$ cat src/rtl/box_downscaler_2x.sv
// rtl/box_downscaler_2x.sv - streaming 2x2 box-average decimator for RGB444 raster pixels
//
// Purpose: averages every 2x2 source block per channel (round half up) and
// emits one pixel with its half-resolution write coordinates.
// Ports:
//   clk, rst_n          pixel clock, asynchronous active-low reset
//   in_valid, in_sof    source pixel strobe; sof marks source (0,0)
//   in_data[11:0]       source pixel {R,G,B} nibbles
//   out_valid           one-cycle strobe for out_data/out_x/out_y
//   out_data[11:0]      averaged pixel
//   out_x[XW-1:0]       destination column
//   out_y[YW-1:0]       destination row
//   frame_done          one-cycle strobe with the last block of a frame
module box_downscaler_2x #(
  parameter int SRC_WIDTH  = 640,
  parameter int SRC_HEIGHT = 480,
  parameter int XW         = $clog2(SRC_WIDTH / 2),
  parameter int YW         = $clog2(SRC_HEIGHT / 2)
) (
  input  logic          clk,
  input  logic          rst_n,
  input  logic          in_valid,
  input  logic          in_sof,
  input  logic [11:0]   in_data,
  output logic          out_valid,
  output logic [11:0]   out_data,
  output logic [XW-1:0] out_x,
  output logic [YW-1:0] out_y,
  output logic          frame_done
);

  // Source counters are one bit wider than the destination coordinates,
  // so the upper bits of a source coordinate are the destination coordinate.
  localparam int SXW = XW + 1;
  localparam int SYW = YW + 1;

  logic [SXW-1:0] sx_q, sx_d, cur_x;
  logic [SYW-1:0] sy_q, sy_d, cur_y;
  logic           last_x, last_y;
  logic [11:0]    hold_q;
  logic [14:0]    line_buf [SRC_WIDTH/2];
  logic [14:0]    rd_q;
  logic [14:0]    cur_pair;
  logic [11:0]    avg;
  logic           emit;
  logic [XW-1:0]  blk_x;

  logic          out_valid_q, frame_done_q;
  logic [11:0]   out_data_q;
  logic [XW-1:0] out_x_q;
  logic [YW-1:0] out_y_q;

  function automatic logic [14:0] pair_sum(input logic [11:0] a, input logic [11:0] b);
    pair_sum = {{1'b0, a[11:8]} + {1'b0, b[11:8]},
                {1'b0, a[7:4]}  + {1'b0, b[7:4]},
                {1'b0, a[3:0]}  + {1'b0, b[3:0]}};
  endfunction

  function automatic logic [3:0] round4(input logic [4:0] p, input logic [4:0] q);
    logic [5:0] s;
    s = {1'b0, p} + {1'b0, q} + 6'd2;
    round4 = s[5:2];
  endfunction

  // A pixel flagged sof is position (0,0) whatever the counters say.
  always_comb begin
    cur_x  = in_sof ? '0 : sx_q;
    cur_y  = in_sof ? '0 : sy_q;
    last_x = (cur_x == SXW'(SRC_WIDTH - 1));
    last_y = (cur_y == SYW'(SRC_HEIGHT - 1));
    sx_d   = last_x ? '0 : cur_x + 1'b1;
    sy_d   = cur_y;
    if (last_x) sy_d = last_y ? '0 : cur_y + 1'b1;
    blk_x    = cur_x[SXW-1:1];
    cur_pair = pair_sum(hold_q, in_data);
    avg      = {round4(cur_pair[14:10], rd_q[14:10]),
                round4(cur_pair[9:5],   rd_q[9:5]),
                round4(cur_pair[4:0],   rd_q[4:0])};
    emit     = in_valid && cur_x[0] && cur_y[0];
  end

  always_ff @(posedge clk or negedge rst_n) begin
    if (!rst_n) begin
      sx_q         <= '0;
      sy_q         <= '0;
      hold_q       <= '0;
      out_valid_q  <= 1'b0;
      frame_done_q <= 1'b0;
      out_data_q   <= '0;
      out_x_q      <= '0;
      out_y_q      <= '0;
    end else begin
      out_valid_q  <= emit;
      frame_done_q <= emit && last_x && last_y;
      if (in_valid) begin
        sx_q <= sx_d;
        sy_q <= sy_d;
        if (!cur_x[0]) hold_q <= in_data;
      end
      if (emit) begin
        out_data_q <= avg;
        out_x_q    <= blk_x;
        out_y_q    <= cur_y[SYW-1:1];
      end
    end
  end

  // Line buffer holds top-row pair sums; it needs no reset because every
  // entry is rewritten by the even row before the odd row reads it. The read
  // is launched by the even pixel of an odd-row pair and rd_q keeps it across
  // any idle gap before the odd pixel.
  always_ff @(posedge clk) begin
    if (in_valid && cur_x[0] && !cur_y[0]) line_buf[blk_x] <= cur_pair;
    if (in_valid && !cur_x[0] && cur_y[0]) rd_q <= line_buf[blk_x];
  end

  assign out_valid  = out_valid_q;
  assign frame_done = frame_done_q;
  assign out_data   = out_data_q;
  assign out_x      = out_x_q;
  assign out_y      = out_y_q;

endmodule

$ cat config.mk
export PLATFORM = sky130hd
export DESIGN_NAME = box_downscaler_2x
export DESIGN_NICKNAME = d
export VERILOG_FILES = /design/src/rtl/box_downscaler_2x.sv
export SDC_FILE = /design/constraint.sdc
export NUM_CORES = 2
export LEC_CHECK = 0
export BUFFER_PORTS_ARGS = -buffer_cell sky130_fd_sc_hd__buf_2
export CORE_MARGIN = 3
export CORE_UTILIZATION = 40
export CTS_CLUSTER_SIZE = 25
export DETAILED_ROUTE_END_ITERATION = 12
export HOLD_SLACK_MARGIN = 0.06
export PLACE_DENSITY = 0.53
export SLEW_MARGIN = 25
export SYNTH_ARGS = -nofsm -noshare
export SYNTH_HDL_FRONTEND = slang
export SYNTH_MEMORY_MAX_BITS = 65536
export SYNTH_SLANG_ARGS = --single-unit
$ cat constraint.sdc
create_clock -name clk -period 17.4 [get_ports clk]
set_clock_uncertainty 0.05 [all_clocks]
set_input_delay 2.61 -clock clk [delete_from_list [all_inputs] [get_ports clk]]
set_output_delay 2.61 -clock clk [all_outputs]
set_load 0.02 [all_outputs]
==> results.yml <==
drt:
  dr.pass1.iters: 6
  via_count: 114000
  wirelength_um: 637900
  drt_iter0_drc: 16200
  drc_errors: 0
  wl_per_cell_um: 34.54
  drtAntennaViolNets: 0
  viasPerCell: 6.173
floorplanning:
  coreArea_sq_um: 471400
  boundaryPins: 47
  dieArea_sq_um: 481800
  core.rowCount: 252
  dieWidth_um: 694.1
  die_y_um: 694.1
  initial_core_util: 0.4018
clocking:
  cts.path.max_buffers: 4
  h-tree-depth: 6
  clkTransAtPathRegs_ns: 0.06
  clock_latency_ns: 1.08
  cts_resized: 0
  cts_root_buffer: "clkbuf_16"
  ctsHoldBuffers: 0
  cts_made_buffers: 521
  cts_tree: "done"
  cts_sinks: 4877
  post-cts-setup-buffers: 0
critical_path:
  crit_path_start: "in_sof"
  reg2reg_from: "sx_q[1]"
  path_class: "in -> reg"
  cp_max_fo: 48
  critPathArrivalTime_ns: 9.00
  worstSetupStartpointType: "primary input"
  crit_path_end: "rd_q[8]"
  r2r_cells: 14
  crit_required_ns: 18.18
  cp-end-kind: "flip-flop"
  reg2reg_to: "rd_q[0]"
  r2r_setup_slack_ns: 9.44
synth:
  synth_ff_type: "edfxtp_1"
  mappedNetlistNets: 11560
  ys_ff_latch: 4877
  syn_avg_cell_area_sq_um: 16.47
  ys_seq_area_frac: 0.7717
  synth_top_area_share: 0.7635
  synth_edf_count: 4815
  syn_area_sq_um: 189400
  yosys_warnings: 0
  syn_inst: 11500
  synth_area_leaders: "edfxtp_1, mux2i_1, o221ai_1"
  synth_common_cells: "edfxtp_1, nor2_1, mux2i_1"
  synth.most_common_cell: "edfxtp_1"
  ys_async_sr_fraction: 0.01271
  yosysTopAreaCell: "edfxtp_1"
  netlist-cell-type-count: 82
run_status:
  status: "finished clean"
global_routing:
  antenna_found_initial: 52
  grt_max_degree: 180
  grt_pass1_wl_um: 883300
  grt_overflow: 0
  grt_pass1_vias: 109000
  grt_usage: 0.2575
place:
  gp_congestion: 0.8897
  pre_cts_slack_ns: 8.497
  postPlaceCellArea_sq_um: 199100
  dpl.hpwl_um: 367800
  io_buffers: 46
power:
  p_leak_nw: 67.34
  power-per-cell-area_nw_per_um2: 130.3
  ir_worst_vdd_mv: 0.1266
timing:
  timing.final.crit_share: 0.4723
  rsz0062_at_grt: "false"
  worst_slew_pin_slew_ns: 1.160
  hold_viol: 0
  finalMaxSlewViolations: 0
  fmax_mhz: 121.7
  slew_headroom: 0.2182
  fin_tns_setup_ns: 0
  final-setup-viol-count: 0
  layout_setup_ws_ns: 9.181
  period_minus_slack_ns: 8.219
cells_and_area:
  drive_above_1_share: 0.1493
  design_area_sq_um: 215400
  area_growth_pct: 13.76
  final_nets: 11900
  nFillCells: 40320
min_path:
  hold_path_class: "reg -> reg"
job:
  drv_cap: 0
where the power goes:
part | switching [mW] | leakage (nW) | internal, mW
Clock | 4.59 | 7.86 | 6.09
Sequential | 0.0191 | 44.1 | 13.9
Combinational | 2.74 | 15.3 | 0.762
Total | 7.35 | 67.3 | 20.7
worst min-delay path by stage:
stage	startpoint	endpoint	slack, ns	cells past startpoint
floorplan	sy_q[1]	sy_q[1]	0.41	1
global placement	out_y[3]	out_y[3]	0.41	2
detailed placement	out_x[2]	out_x[2]	0.42	2
CTS	out_x[2]	out_x[2]	0.44	2
global route	out_data[5]	out_data[5]	0.46	2
finish	out_x[2]	out_x[2]	0.43	2
placed cells by master, fill, tap and decap left out, types with 123 or more instances in the layout:
| master | instances |
|---|---|
| mux2i_1 | 843 |
| buf_4 | 570 |
| clkbuf_16 | 542 |
| nor2_1 | 1181 |
| o221ai_1 | 645 |
| mux2_2 | 368 |
| clkinv_1 | 123 |
| o21ai_0 | 481 |
| edfxtp_1 | 4815 |
| o22ai_1 | 363 |
| a21oi_1 | 734 |
final cells by class:
| type | instances | area [sq um] | area share |
|---|---|---|---|
| Sequential cell | 4877 | 146100 | 0.6784 |
| Multi-Input combinational cell | 5749 | 40000 | 0.1856 |
| Clock buffer | 664 | 14030 | 0.06513 |
| Tap cell | 6223 | 7786 | 0.03614 |
| Timing Repair Buffer | 646 | 5140 | 0.02386 |
| Clock inverter | 244 | 2106 | 0.009774 |
| Inverter | 44 | 172.7 | 0.0008015 |
| Antenna cell | 23 | 57.56 | 0.0002672 |
layer usage:
| metal | wire (um) | part of all wire | up-vias | track usage |
|---|---|---|---|---|
| li1 | - | - | 46930 | - |
| met3 | 67400 | 0.11 | 1152 | 0.06014 |
| met4 | 26120 | 0.041 | 16 | 0.09152 |
| met2 | 286700 | 0.45 | 6600 | 0.3934 |
| met5 | 104 | 0.00016 | - | 0 |
| met1 | 257600 | 0.40 | 59310 | 0.3610 |
sequential cells by signal (all words and copies together), names as in the netlist:
register,flops
line_buf,4800
rd_q,15
hold_q,12
out_data,12
sx_q,10
out_x,9
sy_q,9
out_y,8
frame_done,1
out_valid,1
logic make-up after synthesis:
kind of cell	count (synthesis)	synth area share
flops	4877	0.7717
mux	1226	0.06822
fa+ha+maj	41	0.002947
xor+xnor	15	0.0006937
simple gates	1662	0.03731
compound gates	2805	0.09871
buf+inv	874	0.02046
critical path: stages:
cell,delay [ns]
buf_8,0.30
buf_4,0.49
buf_4,0.67
buf_4,0.77
or3b_2,0.56
buf_4,0.68
nor2_1,0.35
buf_4,0.29
o221ai_1,0.10
nand2_1,0.08
nand4b_1,0.20
nor4_2,0.82
o21ai_0,0.49
a311o_1,0.45
through the flow:
stage          instances  hold WS [ns]  power, mW  utilization
3_5_place_dp       17530        0.4245      17.58       0.4224
5_1_grt            18450        0.4554      28.82       0.4569
6_report           18470        0.4282      28.06       0.4570
2_1_floorplan      11500        0.4082      16.38            -
3_3_place_gp       17530        0.4125      17.50       0.4221
4_1_cts            18440        0.4364      28.15       0.4566
No activity file was read; power rests on OpenSTA's default activity.
